--- config.mk ---
export PLATFORM = sky130hd
export DESIGN_NAME = hazard_ctrl
export DESIGN_NICKNAME = d
export VERILOG_FILES = /design/src/rtl/hazard_ctrl.sv
export SDC_FILE = /design/constraint.sdc
export NUM_CORES = 1
export LEC_CHECK = 0
export BUFFER_PORTS_ARGS = -buffer_cell sky130_fd_sc_hd__buf_2
export CORE_ASPECT_RATIO = 0.75
export CORE_MARGIN = 2
export CORE_UTILIZATION = 46
export CTS_BUF_LIST = sky130_fd_sc_hd__clkbuf_16
export DETAILED_ROUTE_END_ITERATION = 8
export PLACE_DENSITY = 0.76
export SLEW_MARGIN = 20
export SYNTH_ARGS = -nofsm -noshare
export SYNTH_HDL_FRONTEND = slang
export SYNTH_SLANG_ARGS = --single-unit
export TNS_END_PERCENT = 5
--- constraint.sdc ---
create_clock -name clk -period 2.3 [get_ports clk]
set_input_delay 0.345 -clock clk [delete_from_list [all_inputs] [get_ports clk]]
set_output_delay 0.345 -clock clk [all_outputs]
set_load 0.01 [all_outputs]
--- src/rtl/hazard_ctrl.sv ---
// rtl/hazard_ctrl.sv - pipeline hazard controller: stalls, flushes, forwarding, memory-wait sequencing
//
// Generates per-stage stall/flush controls and E-stage operand forwarding selects for a
// five-stage F/D/E/M/W core. Two states: RUN (normal hazard resolution) and MEM_WAIT
// (pipe frozen behind an outstanding data-memory access).
//
// Ports
//   clk, reset                      clock, synchronous active-high reset
//   ra1_d, ra2_d                    source registers of the instruction in D
//   ra1_e, ra2_e                    source registers of the instruction in E
//   wa_e, wa_m, wa_w                destination registers in E / M / W
//   reg_write_m, reg_write_w        qualified register-write enables in M / W
//   mem_to_reg_e                    instruction in E is a load
//   pc_src_d, pc_src_e, pc_src_m    instruction in D / E / M writes the PC
//   branch_taken_e                  qualified taken branch in E
//   mem_req_m, mem_ready_m          data-memory request / completion in M
//   stall_f, stall_d, stall_e, stall_m   hold the stage register
//   flush_d, flush_e, flush_w       load a bubble into the stage register
//   fwd_a_e, fwd_b_e                00 regfile, 01 result_w, 10 alu_result_m
//   mem_timeout                     sticky memory-wait timeout flag
//   stall_cnt, flush_cnt            saturating performance counters

module hazard_ctrl #(
    parameter int REG_BITS    = 4,
    parameter int PC_REG      = 15,
    parameter int MEM_TIMEOUT = 255,
    parameter int CNT_W       = 16
) (
    input  logic                clk,
    input  logic                reset,
    input  logic [REG_BITS-1:0] ra1_d,
    input  logic [REG_BITS-1:0] ra2_d,
    input  logic [REG_BITS-1:0] ra1_e,
    input  logic [REG_BITS-1:0] ra2_e,
    input  logic [REG_BITS-1:0] wa_e,
    input  logic [REG_BITS-1:0] wa_m,
    input  logic [REG_BITS-1:0] wa_w,
    input  logic                reg_write_m,
    input  logic                reg_write_w,
    input  logic                mem_to_reg_e,
    input  logic                pc_src_d,
    input  logic                pc_src_e,
    input  logic                pc_src_m,
    input  logic                branch_taken_e,
    input  logic                mem_req_m,
    input  logic                mem_ready_m,
    output logic                stall_f,
    output logic                stall_d,
    output logic                stall_e,
    output logic                stall_m,
    output logic                flush_d,
    output logic                flush_e,
    output logic                flush_w,
    output logic [1:0]          fwd_a_e,
    output logic [1:0]          fwd_b_e,
    output logic                mem_timeout,
    output logic [CNT_W-1:0]    stall_cnt,
    output logic [CNT_W-1:0]    flush_cnt
);

    localparam logic [REG_BITS-1:0] PC_IDX      = REG_BITS'(PC_REG);
    localparam logic [7:0]          TIMEOUT_VAL = 8'(MEM_TIMEOUT);
    localparam logic [1:0]          FWD_RF      = 2'b00;
    localparam logic [1:0]          FWD_W       = 2'b01;
    localparam logic [1:0]          FWD_M       = 2'b10;

    typedef enum logic [0:0] {
        RUN      = 1'b0,
        MEM_WAIT = 1'b1
    } state_t;

    state_t     state;
    state_t     state_next;
    logic [7:0] wait_cnt;
    logic [7:0] wait_cnt_next;
    logic       timeout_q;
    logic       hold;
    logic       load_use;
    logic       drain;

    assign load_use = mem_to_reg_e & ((wa_e == ra1_d) | (wa_e == ra2_d));
    assign drain    = pc_src_d | pc_src_e | pc_src_m;

    // Forwarding is independent of the FSM: M (younger result) wins over W, and the
    // PC register is never forwarded because its reads are synthesized as PC+8.
    always_comb begin
        fwd_a_e = FWD_RF;
        fwd_b_e = FWD_RF;
        if (!reset) begin
            if (reg_write_m && wa_m == ra1_e && ra1_e != PC_IDX) begin
                fwd_a_e = FWD_M;
            end else if (reg_write_w && wa_w == ra1_e && ra1_e != PC_IDX) begin
                fwd_a_e = FWD_W;
            end
            if (reg_write_m && wa_m == ra2_e && ra2_e != PC_IDX) begin
                fwd_b_e = FWD_M;
            end else if (reg_write_w && wa_w == ra2_e && ra2_e != PC_IDX) begin
                fwd_b_e = FWD_W;
            end
        end
    end

    // Next-state and stall/flush decode.
    always_comb begin
        stall_f       = 1'b0;
        stall_d       = 1'b0;
        stall_e       = 1'b0;
        stall_m       = 1'b0;
        flush_d       = 1'b0;
        flush_e       = 1'b0;
        flush_w       = 1'b0;
        state_next    = state;
        wait_cnt_next = wait_cnt;
        hold          = 1'b0;

        // In RUN a new un-ready access freezes the pipe; in MEM_WAIT the pipe stays
        // frozen until the memory reports ready, whatever mem_req_m does meanwhile.
        case (state)
            RUN:      hold = mem_req_m & ~mem_ready_m;
            MEM_WAIT: hold = ~mem_ready_m;
            default:  hold = 1'b0;
        endcase

        if (hold) begin
            stall_f       = 1'b1;
            stall_d       = 1'b1;
            stall_e       = 1'b1;
            stall_m       = 1'b1;
            flush_w       = 1'b1;
            state_next    = MEM_WAIT;
            wait_cnt_next = (wait_cnt == 8'hFF) ? wait_cnt : wait_cnt + 8'd1;
        end else begin
            state_next    = RUN;
            wait_cnt_next = 8'd0;
            // A taken branch squashes D and E, so any load-use or drain hazard carried
            // by those instructions disappears with them.
            if (branch_taken_e) begin
                flush_d = 1'b1;
                flush_e = 1'b1;
            end else begin
                if (load_use) begin
                    stall_f = 1'b1;
                    stall_d = 1'b1;
                    flush_e = 1'b1;
                end
                if (drain) begin
                    stall_f = 1'b1;
                    flush_d = 1'b1;
                end
            end
        end

        if (reset) begin
            stall_f       = 1'b0;
            stall_d       = 1'b0;
            stall_e       = 1'b0;
            stall_m       = 1'b0;
            flush_d       = 1'b1;
            flush_e       = 1'b1;
            flush_w       = 1'b1;
            state_next    = RUN;
            wait_cnt_next = 8'd0;
        end
    end

    always_ff @(posedge clk) begin
        if (reset) begin
            state    <= RUN;
            wait_cnt <= 8'd0;
        end else begin
            state    <= state_next;
            wait_cnt <= wait_cnt_next;
        end
    end

    // The flag latches at the edge where the wait count reaches the limit and then
    // holds until reset, so software can see that a wait ever ran too long.
    always_ff @(posedge clk) begin
        if (reset) begin
            timeout_q <= 1'b0;
        end else if (hold && wait_cnt_next == TIMEOUT_VAL) begin
            timeout_q <= 1'b1;
        end
    end

    assign mem_timeout = timeout_q;

    always_ff @(posedge clk) begin
        if (reset) begin
            stall_cnt <= '0;
            flush_cnt <= '0;
        end else begin
            if (stall_f && stall_cnt != {CNT_W{1'b1}}) begin
                stall_cnt <= stall_cnt + 1'b1;
            end
            if ((flush_d || flush_e) && flush_cnt != {CNT_W{1'b1}}) begin
                flush_cnt <= flush_cnt + 1'b1;
            end
        end
    end

endmodule

==> flow_summary.json <==
{
  "outcome": "finished, final reports clean",
  "slowest_delay_ps": 500,
  "synth_fp_nets": 333,
  "final_core_util_pct": 62.40,
  "grtUsageTotal_pct": 20.94,
  "worst_setup_path_end_kind": "flop",
  "syn_inst": 291,
  "clock_skew_ps": 6.995,
  "setup_slack_ps": 162.2,
  "critical_path.cell_chain": "ha_1 -> nand2_1 -> or2_1 -> or4_4 -> o21ai_2 -> buf_4 -> nor3_1 -> o21a_1",
  "row_count": 22,
  "cap_violations": 0,
  "maxClockFrequency_mhz": 467.8,
  "synth_warnings": 0,
  "p_sw_share_pct": 23.40,
  "first_pass_iters": 4,
  "irDropWorstVdd_v": 0.0002845,
  "netSwitchingPower_mw": 0.4102,
  "cts_buffer_depth": 2,
  "crit_start": "stall_cnt[1]$_SDFFE_PP0P_",
  "io-pin-count": 83,
  "power.leakage_nw": 1.291,
  "yosys.area.top_type_share_pct": 35.05,
  "crit_slowest_cell": "or4_4",
  "coreArea_um2": 4955,
  "layout_commonest_cell": "buf_2",
  "power.density_nw_per_um2": 567.0,
  "grt_setup_unrepaired": "no",
  "r2r_cells": 8,
  "reg2reg_slack_ps": 160,
  "cts_root_buffer": "clkbuf_16",
  "insertion_delay_ps": 290,
  "rr_endpoint": "stall_cnt[6]$_SDFFE_PP0P_",
  "yosysSeqAreaShare_pct": 35.05,
  "clkPwrFrac_pct": 44.8,
  "yosys.area.top_type": "dfxtp_1",
  "cp.depth": 8,
  "cpLargestDelayFamily": "simple AND/OR/NAND/NOR gates",
  "antenna_cells": 0,
  "num_vias": 2513,
  "cts_tree": "done",
  "syn2layout_area_growth_pct": 28.90,
  "holdBufCountCts": 0,
  "period_share_pct": 92.95,
  "cp-start-kind": "flop",
  "synth_area_per_cell_um2": 8.242,
  "seq_power_share_pct": 42.9,
  "worst_pin_slew_ps": 557.4,
  "post_drt_wl_per_cell_um": 13.67,
  "drive_gt1_share_pct": 30.31,
  "fin_nets": 427,
  "tns_ps": 0,
  "maxSlewHeadroom_pct": 62.52,
  "synth_cell_types": 48,
  "cts_buffers": 5,
  "setup_violations": 0,
  "portBuffers": 82,
  "hold_depth": 2,
  "initial_utilization_pct": 48.41,
  "critical_path_class": "reg2reg",
  "hold_path_class": "in2reg",
  "synth_area_leaders": "dfxtp_1 (35%), xor2_1 (6.2%), xnor2_1 (4.4%), a21oi_1 (4.2%), nor2_1 (4.1%)",
  "dpl_worst_slack_ps": 113.3,
  "cts.sinks": 42,
  "timing.rr.start": "stall_cnt[1]$_SDFFE_PP0P_",
  "dp.final_hpwl_um": 4615,
  "vias_per_cell": 5.635,
  "cp.buffers_inverters": 1,
  "worstPathArrival_ps": 2320,
  "path_clk_slew_ps": 60,
  "ant_nets": 0,
  "synthesis.area_um2": 2399,
  "ys_ff_latch": 42,
  "grt_pass1_wl_um": 9625,
  "grt_remaining_overflow": 0,
  "num-fill-cells": 474,
  "slew_violations": 0,
  "h-tree-depth": 2,
  "synth_edf_count": 0,
  "drc_errors": 0,
  "required_ps": 2480,
  "grt_pass1_vias": 2098,
  "dieArea_um2": 5814,
  "finalHoldViolations": 0,
  "wl_um": 6095,
  "period_needed_ps": 2138,
  "antenna_found_initial": 0,
  "dieWidth_um": 87.38,
  "async_flop_share_pct": 0,
  "gp_congestion": 0.8678,
  "grt_max_degree": 17,
  "drtIter0Drc": 91,
  "layout_common_cells": "buf_2 (82), dfxtp_1 (42), nor2_1 (26)",
  "combinationalPowerShare_pct": 12.3,
  "crit_path_end": "stall_cnt[6]$_SDFFE_PP0P_",
  "cp_max_fo": 12,
  "power.internal_mw": 1.343,
  "die_y_um": 66.54,
  "ys.flop_type": "dfxtp_1"
}
[registers in the layout, indices dropped and copies added (netlist names)]
name	cells
flush_cnt	16
stall_cnt	16
wait_cnt	8
mem_timeout	1
state	1
[power groups by stage]
| stage | sequential (mW) | combinational, mW | clock (mW) |
|---|---|---|---|
| 2_1_floorplan | 0.773 | 0.113 | 0 |
| 3_3_place_gp | 0.768 | 0.209 | 0 |
| 3_5_place_dp | 0.767 | 0.215 | 0 |
| 4_1_cts | 0.751 | 0.216 | 0.791 |
| 5_1_grt | 0.754 | 0.238 | 0.827 |
| 6_report | 0.751 | 0.216 | 0.786 |
[layer usage]
metal / global-route usage, % / vias to the layer above / wire length, um
met5: 0 / - / 0
met4: 5.962 / 0 / 59
met3: 4.089 / 6 / 441
met2: 32.39 / 87 / 2705
met1: 29.53 / 1150 / 2889
li1: - / 1270 / -
[timing repair]
action,4_1_cts,5_1_grt
endpoints found under the setup margin,0,3
resized for setup,0,0
buffers inserted,0,3
[cell families (layout without fill, tap and decap cells)]
family                   after synthesis  after routing  share of synthesized area [%]
buffers and inverters                 18            113                          4.069
AND/OR/NAND/NOR                      121            121                          26.76
AO/OA/AOI/OAI                         75             75                          20.45
XOR/XNOR                              29             29                          10.59
multiplexers                           3              3                          1.513
adder cells (fa/ha/maj)                3              3                          1.565
flip-flops                            42             42                          35.05
[synth_stat cells, types with 3 or more instances]
| library cell | instances |
|---|---|
| dfxtp_1 | 42 |
| nor2_1 | 26 |
| a21oi_1 | 20 |
| nand2_1 | 20 |
| nand3_1 | 17 |
| xor2_1 | 17 |
| o21ai_0 | 15 |
| xnor2_1 | 12 |
| nand4_1 | 11 |
| o211ai_1 | 11 |
| or3_1 | 10 |
| and3_1 | 7 |
| nor3_1 | 7 |
| o31ai_1 | 7 |
| inv_1 | 6 |
| clkbuf_1 | 5 |
| a31oi_1 | 4 |
| and4_1 | 3 |
| buf_6 | 3 |
| ha_1 | 3 |
| nor4_1 | 3 |
| o21a_1 | 3 |
| or2_2 | 3 |
| or4_1 | 3 |
[worst min-delay path by stage]
stage,start,endpoint
after floorplan,wait_cnt[1]$_SDFF_PP0_,wait_cnt[1]$_SDFF_PP0_
after global placement,mem_timeout$_SDFFE_PP0P_,mem_timeout$_SDFFE_PP0P_
after detailed placement,mem_timeout$_SDFFE_PP0P_,mem_timeout$_SDFFE_PP0P_
after CTS,reset,stall_cnt[1]$_SDFFE_PP0P_
after global routing,reset,stall_cnt[0]$_SDFFE_PP0P_
final,reset,stall_cnt[0]$_SDFFE_PP0P_
[through the flow]
| step | hold slack (ps) | total power, mW | cells | area [um^2] |
|---|---|---|---|---|
| after floorplan | 456.6 | 0.8854 | 291 | 2399 |
| after global placement | 454.5 | 0.9763 | 435 | 2907 |
| after detailed placement | 454.6 | 0.9823 | 435 | 2907 |
| after CTS | 382.7 | 1.759 | 443 | 3069 |
| after global routing | 383.0 | 1.819 | 446 | 3092 |
| final | 382.1 | 1.753 | 446 | 3092 |
[layout make-up]
type / instances / area [um^2] / share of cell area [%]
multi-input cells: 231 / 1460 / 47.23
flip-flops and latches: 42 / 840.8 / 27.20
repair buffers: 97 / 523.0 / 16.92
clock buffers: 5 / 125.1 / 4.047
well taps: 60 / 75.07 / 2.428
clock inverters: 3 / 37.54 / 1.214
inverters: 8 / 30.03 / 0.9713
Note: power is estimated with default switching activity, not from simulation.
